## config.mk

```make
export PLATFORM = sky130hd
export DESIGN_NAME = riscv_32_fetch_unit
export DESIGN_NICKNAME = d
export VERILOG_FILES = /design/src/rtl/riscv_32_fetch_unit.sv
export SDC_FILE = /design/constraint.sdc
export NUM_CORES = 1
export LEC_CHECK = 0
export CORE_MARGIN = 2
export CORE_UTILIZATION = 48
export DETAILED_ROUTE_END_ITERATION = 8
export GPL_TIMING_DRIVEN = 0
export PLACE_DENSITY = 0.87
export SYNTH_ARGS = -nofsm -noshare
export SYNTH_HDL_FRONTEND = slang
export SYNTH_SLANG_ARGS = --single-unit
```

## constraint.sdc

```tcl
create_clock -name clk -period 6.95 [get_ports clk]
set_clock_uncertainty 0.1 [all_clocks]
set_input_delay 1.39 -clock clk [delete_from_list [all_inputs] [get_ports clk]]
set_output_delay 1.39 -clock clk [all_outputs]
set_load 0.02 [all_outputs]
```

## src/rtl/riscv_32_fetch_unit.sv

```systemverilog
// RV32 instruction fetch stage: owns the PC, issues one imem read at a time and
// buffers the returned word for the decoder behind a valid/ready handshake.
module riscv_32_fetch_unit #(
  parameter logic [31:0] RESET_PC = 32'h0000_0000
) (
  input  logic        clk,
  input  logic        rst,
  output logic        imem_req,
  output logic [31:0] imem_addr,
  input  logic        imem_rvalid,
  input  logic [31:0] imem_rdata,
  input  logic        redirect_valid,
  input  logic [31:0] redirect_pc,
  output logic        instr_valid,
  output logic [31:0] instr,
  output logic [31:0] instr_pc,
  input  logic        instr_ready,
  output logic        fetch_fault
);

  localparam logic [2:0] S_IDLE  = 3'd0;
  localparam logic [2:0] S_REQ   = 3'd1;
  localparam logic [2:0] S_WAIT  = 3'd2;
  localparam logic [2:0] S_OUT   = 3'd3;
  localparam logic [2:0] S_FAULT = 3'd4;

  logic [2:0]  state, state_nxt;
  logic [31:0] pc, pc_nxt;
  logic        kill, kill_nxt;
  logic [31:0] instr_nxt, instr_pc_nxt;
  logic        fault_nxt;
  logic        redir_ok, redir_bad;

  assign redir_ok  = redirect_valid && (redirect_pc[1:0] == 2'b00);
  assign redir_bad = redirect_valid && (redirect_pc[1:0] != 2'b00);
  assign imem_addr = pc;

  // Next-state, PC and buffer update; aligned redirects override the normal flow.
  always_comb begin
    state_nxt    = state;
    pc_nxt       = pc;
    kill_nxt     = kill;
    instr_nxt    = instr;
    instr_pc_nxt = instr_pc;
    fault_nxt    = fetch_fault;
    case (state)
      S_IDLE: begin
        state_nxt = S_REQ;
        if (redir_ok) pc_nxt = redirect_pc;
      end
      S_REQ: begin
        state_nxt = S_WAIT;
        if (redir_ok) begin
          pc_nxt   = redirect_pc;
          kill_nxt = 1'b1;
        end
      end
      S_WAIT: begin
        if (redir_ok) begin
          pc_nxt = redirect_pc;
          if (imem_rvalid) begin
            kill_nxt  = 1'b0;
            state_nxt = S_REQ;
          end else begin
            kill_nxt = 1'b1;
          end
        end else if (imem_rvalid) begin
          if (kill) begin
            kill_nxt  = 1'b0;
            state_nxt = S_REQ;
          end else begin
            instr_nxt    = imem_rdata;
            instr_pc_nxt = pc;
            pc_nxt       = pc + 32'd4;
            state_nxt    = S_OUT;
          end
        end
      end
      S_OUT: begin
        if (redir_ok) begin
          pc_nxt    = redirect_pc;
          state_nxt = S_REQ;
        end else if (instr_ready) begin
          state_nxt = S_REQ;
        end
      end
      S_FAULT: state_nxt = S_FAULT;
      default: state_nxt = S_IDLE;
    endcase
    // A misaligned target halts fetching until reset.
    if ((state != S_FAULT) && redir_bad) begin
      state_nxt = S_FAULT;
      fault_nxt = 1'b1;
    end
  end

  // State and registered outputs.
  always_ff @(posedge clk) begin
    if (rst) begin
      state       <= S_IDLE;
      pc          <= RESET_PC;
      kill        <= 1'b0;
      instr       <= 32'h0000_0000;
      instr_pc    <= RESET_PC;
      fetch_fault <= 1'b0;
      imem_req    <= 1'b0;
      instr_valid <= 1'b0;
    end else begin
      state       <= state_nxt;
      pc          <= pc_nxt;
      kill        <= kill_nxt;
      instr       <= instr_nxt;
      instr_pc    <= instr_pc_nxt;
      fetch_fault <= fault_nxt;
      imem_req    <= (state_nxt == S_REQ);
      instr_valid <= (state_nxt == S_OUT);
    end
  end

endmodule

```

==> flow_summary.yaml <==
logic_synthesis:
  yosysWarnings: 0
  ys_seq_area_share_pct: 44.5
  synth_edf_count: 0
  synth_xor_area_share_pct: 0
  ys_ff_latch: 103
  synthMuxAreaShare_pct: 0.675
  syn-num-nets: 666
  synthTopCellsByArea: "dfxtp_1 (45%), nand2_1 (13%), a21oi_1 (11%)"
  synth_top_cell_by_area: "dfxtp_1"
  ys.flop_type: "dfxtp_1"
  synthSimpleGateAreaFrac_pct: 28.2
  synthArstFlopShare_pct: 0
  synth_compound_area_share_pct: 20.4
  synth.distinct_cells: 60
  synth_top_area_share_pct: 44.5
  synthAdderAreaFrac_pct: 0.270
  synth_cells: 596
  avgSynthCellArea_um2: 7.77
  synth_top_family_by_area: "simple AND/OR/NAND/NOR gates"
  syn_area_mm2: 0.00463
clock_network:
  root_buffer: "clkbuf_8"
  htreeDepth: 3
  clk_pin_slew_ns: 0.11
  cts_made_buffers: 9
  cts_tree: "yes"
  cts_resized: 0
  clk_latency_ns: 0.37
  cts_buffer_depth: 2
  cts_num_sinks: 103
  post_cts_buffers: 0
  cts_hold_buf: 0
final_layout:
  drive_above_1_share_pct: 4.88
  final_core_util_pct: 71.7
  area_delta_synth_final_pct: 43.6
  final_nets: 844
  mostFrequentLayoutCell: "clkdlybuf4s50_1"
  diodes: 0
  final_cell_mix: "clkdlybuf4s50_1 (167), nand2_1 (156), dfxtp_1 (103)"
die:
  start_util_pct: 49.9
  rows: 35
  core-area_mm2: 0.00928
  ioPinCount: 168
  chipHeight_um: 102
  dieArea_mm2: 0.0105
  die-width_um: 102
detailed_routing:
  route.detailed.drc: 0
  routedWlPerCell_um: 17.5
  drt_iter0_drc: 372
  detail_route.wirelength_um: 15900
  wl_met3_um: 1530
  firstDrtPassIters: 5
  drtAntennaViolNets: 0
  wl_met1_um: 6250
  vias: 5256
  met2_length_um: 7620
  top_layer: "met4"
  vias_per_cell: 5.79
sta:
  min_period_ns: 3.84
  tightest_slew_ns: 0.749
  finalMaxSlewViolations: 0
  relSlewSlack_pct: 50.0
  period_share_pct: 55.2
  fin_ws_ns: 3.11
  tns_ns: 0
  grt_setup_unrepaired: "no"
  final_hold_viol_count: 0
  setup_viol: 0
  fmax_ghz: 0.261
place:
  place_congestion: 0.964
  port_buffers: 167
  place_ws_ns: 2.83
  dpl.hpwl_um: 11700
run_status:
  status: "complete, no violations"
critical_path:
  crit_required_ns: 7.16
  slowest_delay_ns: 0.56
  critical_path_class: "in -> reg"
  crit_path_start_kind: "input pin"
  cp_max_fo: 10
  endpoint_kind: "flip-flop"
  arrival_ns: 4.04
  crit_slowest_cell: "clkbuf_1"
  path_common_cell: "clkbuf_1"
  crit_chain: "clkdlybuf4s50_1 -> nor3b_2 -> or3_1 -> clkbuf_1 -> clkbuf_1 -> buf_1 -> nand2_1 -> a21oi_1"
grt:
  antenna_found_initial: 0
  grt_overflow_total: 0
  grt_max_degree: 19
  grtUsageTotal_pct: 29.6
  grt_pass1_wl_um: 24300
  grt_pass1_vias: 5005
power:
  ir_worst_vdd_mv: 0.145
  powerDensity_mw_per_mm2: 175
  power.leakage_nw: 2.16
run:
  max_cap_violations: 0
hold_path:
  hp-class: "reg -> reg"
-- power breakdown --
| part | leakage (nW) | switching [mW] | internal [mW] |
|---|---|---|---|
| clock network | 0.0956 | 0.227 | 0.146 |
| registers | 0.833 | 0.0197 | 0.603 |
| logic | 1.23 | 0.0846 | 0.0820 |
-- registers in the layout (all words and copies together) (netlist names) --
register     flops
instr_pc        32
kill             1
instr           32
instr_valid      1
fetch_fault      1
state            3
imem_req         1
imem_addr       32
-- synth_stat cells (6+ instances only) --
cell type	number
a21o_1	8
dfxtp_1	103
or4_1	7
nor3_1	11
nand4_1	9
a21oi_1	98
nor2_1	18
clkbuf_1	31
or3_1	6
nand2_1	156
and3_1	7
o21ai_0	17
inv_1	9
nand3_1	23
-- cells by family after synthesis --
logic type | Yosys count
mux | 3
compound gates | 162
fa+ha+maj | 1
flops | 103
buf+inv | 52
simple gates | 275
-- final timing paths --
| path | from | endpoint | slack [ns] | cells past startpoint |
|---|---|---|---|---|
| max | redirect_valid | instr_pc[5] | 3.11 | 8 |
| min | instr_pc[21] | instr_pc[21] | 0.36 | 2 |
| max reg2reg | state[2] | instr_pc[5] | 4.37 | 7 |
| min reg2reg | instr_pc[21] | instr_pc[21] | 0.36 | 2 |
-- per-stage QoR --
step	instances	hold WS, ns	power, mW	cell area [µm²]
floorplan	596	0.414	0.707	4630
global placement	892	0.341	0.794	6470
detailed placement	892	0.347	0.798	6470
CTS	908	0.361	1.16	6650
global route	908	0.380	1.19	6650
finish	908	0.360	1.16	6650
-- routing by layer --
layer / track usage (%) / up-vias
li1: - / 2451
met1: 36.9 / 2442
met2: 49.5 / 311
met3: 6.70 / 52
met4: 12.2 / 0
met5: 0 / -
-- worst max-delay path: cells and delay by family --
family                 cells  cell delay (ns)
AOI/OAI and AO/OA          1             0.17
and+or+nand+nor            3             0.73
buffers and inverters      4             1.76
-- area by class of cell --
type | instances | area, µm²
buffer | 43 | 240
clock buffer | 10 | 138
clock inverter | 6 | 50.0
fill | 747 | 2630
inverter | 9 | 33.8
multi-input combinational | 441 | 2300
sequential | 103 | 2060
tap | 129 | 161
timing repair buffer | 167 | 1670
Power figures use the tool's default switching activity.
